### src/rtl/normalize_iter.sv
// Iterative normalizer: a binary-search left shift, one stage per clock, that removes
// leading zeros (logical mode) or redundant sign bits (arithmetic mode) and reports the shift count.
module normalize_iter #(
  parameter int D_SIZE = 8
) (
  input  logic                       clk_in,
  input  logic                       rst_in,
  input  logic                       valid_in,
  output logic                       ready_out,
  input  logic [D_SIZE-1:0]          x_in,
  input  logic                       op_in,
  output logic                       valid_out,
  input  logic                       ready_in,
  output logic [D_SIZE-1:0]          y_out,
  output logic [$clog2(D_SIZE)-1:0]  s_out,
  output logic                       zf_out
);

  localparam int L = $clog2(D_SIZE);
  localparam logic [L-1:0] K_TOP = L'(L-1);

  typedef enum logic [1:0] {IDLE, RUN, DONE} state_t;

  state_t             state;
  state_t             state_nxt;
  logic [D_SIZE-1:0]  w;
  logic [D_SIZE-1:0]  w_sh;
  logic [L-1:0]       c;
  logic [L-1:0]       k;
  logic [L-1:0]       amt;
  logic               op_q;
  logic               zf_q;
  logic               accept;
  logic               shift_en;

  // No significant bit: all zeros, or (arithmetic) nothing but sign.
  function automatic logic zero_flag(input logic [D_SIZE-1:0] x, input logic arith);
    return arith ? ((x == '0) || (x == '1)) : (x == '0);
  endfunction

  // A stage of size n may shift when the top n bits are zero (logical) or the top n+1 bits
  // all equal the sign (arithmetic), so the shift never discards significance.
  function automatic logic can_shift(input logic [D_SIZE-1:0] x, input logic arith, input int n);
    logic zeros;
    logic same;
    zeros = 1'b1;
    same  = 1'b1;
    for (int i = 0; i < D_SIZE; i++) begin
      if (i >= D_SIZE - n)     zeros = zeros & ~x[i];
      if (i >= D_SIZE - n - 1) same  = same & (x[i] == x[D_SIZE-1]);
    end
    return arith ? same : zeros;
  endfunction

  assign accept = (state == IDLE) && valid_in;

  always_comb begin
    amt      = L'(1) << k;
    w_sh     = w << amt;
    shift_en = can_shift(w, op_q, int'(amt));
  end

  always_ff @(posedge clk_in) begin
    if (!rst_in) state <= IDLE;
    else         state <= state_nxt;
  end

  always_comb begin
    state_nxt = state;
    case (state)
      IDLE:    if (valid_in) state_nxt = RUN;
      RUN:     if (k == '0)  state_nxt = DONE;
      DONE:    if (ready_in) state_nxt = IDLE;
      default: state_nxt = IDLE;
    endcase
  end

  always_ff @(posedge clk_in) begin
    if (!rst_in) begin
      w    <= '0;
      c    <= '0;
      k    <= '0;
      op_q <= 1'b0;
      zf_q <= 1'b0;
    end else if (accept) begin
      w    <= x_in;
      c    <= '0;
      k    <= K_TOP;
      op_q <= op_in;
      zf_q <= zero_flag(x_in, op_in);
    end else if (state == RUN) begin
      if (shift_en) begin
        w <= w_sh;
        c <= c + amt;
      end
      k <= k - L'(1);
    end
  end

  // Outputs are forced quiet while reset is held, independent of the registered state.
  assign ready_out = rst_in && (state == IDLE);
  assign valid_out = rst_in && (state == DONE);
  assign y_out     = rst_in ? w : '0;
  assign s_out     = rst_in ? c : '0;
  assign zf_out    = rst_in && zf_q;

endmodule
### config.mk
export PLATFORM = sky130hd
export DESIGN_NAME = normalize_iter
export DESIGN_NICKNAME = d
export VERILOG_FILES = /design/src/rtl/normalize_iter.sv
export SDC_FILE = /design/constraint.sdc
export NUM_CORES = 1
export LEC_CHECK = 0
export BUFFER_PORTS_ARGS = -buffer_cell sky130_fd_sc_hd__buf_2
export CAP_MARGIN = 20
export CORE_MARGIN = 2
export CORE_UTILIZATION = 60
export DETAILED_ROUTE_END_ITERATION = 8
export PLACE_DENSITY = 0.84
export SETUP_SLACK_MARGIN = 0.4
export SLEW_MARGIN = 20
export SYNTH_ARGS = -nofsm -noshare
export SYNTH_HDL_FRONTEND = slang
export SYNTH_SLANG_ARGS = --single-unit
### constraint.sdc
create_clock -name clk_in -period 7.9 [get_ports clk_in]
set_clock_uncertainty 0.05 [all_clocks]
set_input_delay 2.37 -clock clk_in [delete_from_list [all_inputs] [get_ports clk_in]]
set_output_delay 2.37 -clock clk_in [all_outputs]
set_load 0.02 [all_outputs]
==> results <==
- The global route total overflow is 0.
- The initial antenna violation count is 0.
- The number of clock buffers added by TritonCTS is 3.
- In this run the count of I/O pins placed on the die edge is 27.
- The number of buffers on the longest clock path is 2.
- After detailed routing, the average wire length per cell comes to 15.8 um.
- The mean instance size in the synthesized netlist is 7.57 um2.
- The sequential element share of the synthesized area is 22.1%.
- VDD sags by at most 0.161 mV.
- The floorplan step defined a die boundary enclosing 3160 um2.
- The path type of the worst min-delay path is register to register.
- The total number of vias is 1684.
- The clock insertion delay at the later pin of the skew report is 0.30 ns.
- Along the worst path, the maximum fanout reaches 24.
- The total area inside the core boundary comes to 2520 um2.
- The signed area change from the synthesized netlist to the final layout is 7.81%.
- The worst path required time is 5.48 ns.
- Summed over all layers, the routed wires come to 4090 um.
- The primary flip-flop cell chosen by synthesis mapping is sky130_fd_sc_hd__dfxtp_1.
- The die width is 56.2 um.
- The number of buffers inserted by hold repair at cts is 0.
- The detailed placer's ending HPWL is 2940 um.
- The area of the mapped netlist is 1630 um2.
- The via count of the first global-routing pass was 1489.
- For this run, asynchronously set or reset flops after synthesis account for 0%.
- The number of iterations in the first detailed-routing pass is 7.
- The critical path arrival is 3.08 ns.
- In the layout the commonest cells are sky130_fd_sc_hd__buf_2, sky130_fd_sc_hd__nand2_1, sky130_fd_sc_hd__dfxtp_1.
- For this run, design rule violations remaining after detail routing come to 0.
- The pin count of the biggest net entering global routing is 25.
- The first global-routing pass estimated 6830 um of wire.
- Buffers placed on the I/O ports in this run total 26.
- The startpoint type of the worst setup path is a primary input.
- During synthesis, Yosys emitted a total of 0 warnings.
- In this run the number of H-tree levels came out at 1.
- Across the whole layout, storage elements account for 360 um2.
- The number of max-slew violations in the final report was 0.
- The count of flip-flops with a built-in enable after synthesis is 0.
- The diode insertion count for antenna repair is 0.
- The library cell used as clock root buffer is sky130_fd_sc_hd__clkbuf_4.
- Setup repair after global routing left no endpoint under its margin.
- The initial cell density of the core is 64.8%.
- In this run the remaining antenna-violating nets after routing total 0.
- The startpoint-to-endpoint class of the critical path is primary input to output port.
- The floorplan row count is 18.
- At the end of routability-driven placement, the weighted congestion stood at 0.876.
- The count of distinct cell types in the synthesized netlist is 59.
- In this run the vertical extent of the chip is 56.2 um.
- The number of gates resized after CTS is 0.
- In this run the post-CTS setup repair buffer count came out at 0.
- The relative slew slack is 54.8%.
- The max-capacitance violation count is 0.
- The multi-input combinational cells in the finished layout cover a total of 1160 um2.
- The final count of hold timing violations is 0.
- The clock-pin slew of the registers on the worst-case setup and hold paths is 0.11 ns.
- The final critical path takes up 69.6% of the cycle.
- Setup violations remaining at the end of the flow were counted as 0.
- The clock net in this run drives a total of 18 sinks.
- The total global routing track utilization is 26.9%.
- Counting flops and latches in the post-synthesis netlist gives 18.
- After detailed routing, the number of vias per cell comes to 6.50.
- For the final routed database, the setup TNS stands at 0 ns.
- The cell count after synthesis came out at 216.
- The number of fill cells in the layout is 213.
- The total power density per cell area is 167 nW/um2.
- The clock tree from TritonCTS is yes.
- Cells with a size suffix above 1 make up 17.0% of the layout.
- The slew of the pin with the lowest slew margin is 0.677 ns.
- The most common library cell in the layout ignoring fill and taps is sky130_fd_sc_hd__buf_2.
- Summed over all cells, the static leakage comes to 0.768 nW.
- The peak clock frequency supported by timing is 182 MHz.
- The number of DRC violations after detailed-routing iteration 0 is 113.
- The final core utilization is 69.8%.
- The worst setup path is captured at an output port.
- The synthesized netlist net count is 237.
- The layout net count is 251.
- The run finished with clean final reports.
- Counting I/O delays and the setup requirement, the final critical path takes 5.50 ns.
## logic make-up (layout without fill, tap and decap cells)
family                     count (synthesis)  in the layout  share of synthesized area (%)
adders and majority gates                  8              8                           6.58
buffers and inverters                     25             38                           6.89
other                                      1              1                          0.229
DFF                                       18             18                           22.1
xor gates and xnor gates                   6              6                           3.22
and+or+nand+nor                           99             99                           32.8
AOI/OAI and AO/OA                         54             54                           23.4
muxes                                      5              5                           4.75
## sequential cells by signal (all words and copies together) (netlist names)
signal	cells
op_q	1
w	8
k	3
state	2
c	3
zf_q	1
## Yosys cell counts, drive strengths merged (2+ instances only)
master	n	share of area (%)
nand2	23	5.3
dfxtp	18	22
and2	15	5.7
nor2	13	3.0
a21oi	12	3.7
clkbuf	11	2.5
nand3	9	2.8
buf	7	2.6
ha	7	5.4
inv	7	1.8
nor2b	7	2.7
o21ai	7	2.1
and3	6	2.3
a21boi	5	2.3
nor4	5	1.9
a211o	4	2.1
xnor2	4	2.1
a31oi	3	1.1
nand2b	3	1.1
nor3	3	0.92
nor3b	3	1.7
a211oi	2	0.92
a221oi	2	1.1
a22oi	2	0.92
mux2	2	1.4
mux4	2	2.8
nand3b	2	0.92
o2111ai	2	1.1
o211a	2	1.2
o311ai	2	1.1
or3	2	0.77
or4	2	0.92
xor2	2	1.1
## worst paths after layout
| kind | endpoint | depth (start not counted) | from | slack [ns] |
|---|---|---|---|---|
| max | ready_out | 3 | rst_in | 2.40 |
| min reg2reg | zf_q$_SDFFE_PN0P_ | 1 | zf_q$_SDFFE_PN0P_ | 0.45 |
| min | zf_q$_SDFFE_PN0P_ | 1 | zf_q$_SDFFE_PN0P_ | 0.45 |
| max reg2reg | w[5]$_SDFFE_PN0P_ | 15 | k[0]$_SDFFE_PP0P_ | 3.55 |
## area by class of cell
| cell class | count | area share, % |
|---|---|---|
| multi-input combinational | 173 | 65.9 |
| tap | 30 | 2.13 |
| sequential | 18 | 20.5 |
| clock buffer | 4 | 2.06 |
| inverter | 7 | 1.63 |
| timing repair buffer | 27 | 7.81 |
## routing by layer
metal  GRT usage [%]  wire length [um]
met3            4.65               330
met2            44.2              1990
met5               0                 0
met1            35.2              1700
met4            9.86                68
## through the flow
step           cells  setup slack (ns)  hold WS, ns  power [mW]  area (um2)
2_1_floorplan    216              2.36        0.404       0.209        1630
3_3_place_gp     255              2.45        0.418       0.229        1730
3_5_place_dp     255              2.40        0.432       0.233        1730
4_1_cts          259              2.40        0.457       0.291        1760
5_1_grt          259              2.30        0.472       0.313        1760
6_report         259              2.40        0.454       0.294        1760
## critical path, cell delays in order
cell and delay, ns:
sky130_fd_sc_hd__buf_2 0.29, sky130_fd_sc_hd__nor3b_1 0.22, sky130_fd_sc_hd__buf_2 0.19
## power by group
group	leakage, nW	internal (mW)	switching (mW)	total, mW
registers	0.148	0.0993	0.0168	0.116
clock network	0.0210	0.0282	0.0313	0.0595
logic	0.599	0.0486	0.0700	0.119
(Power assumes the default switching activity.)
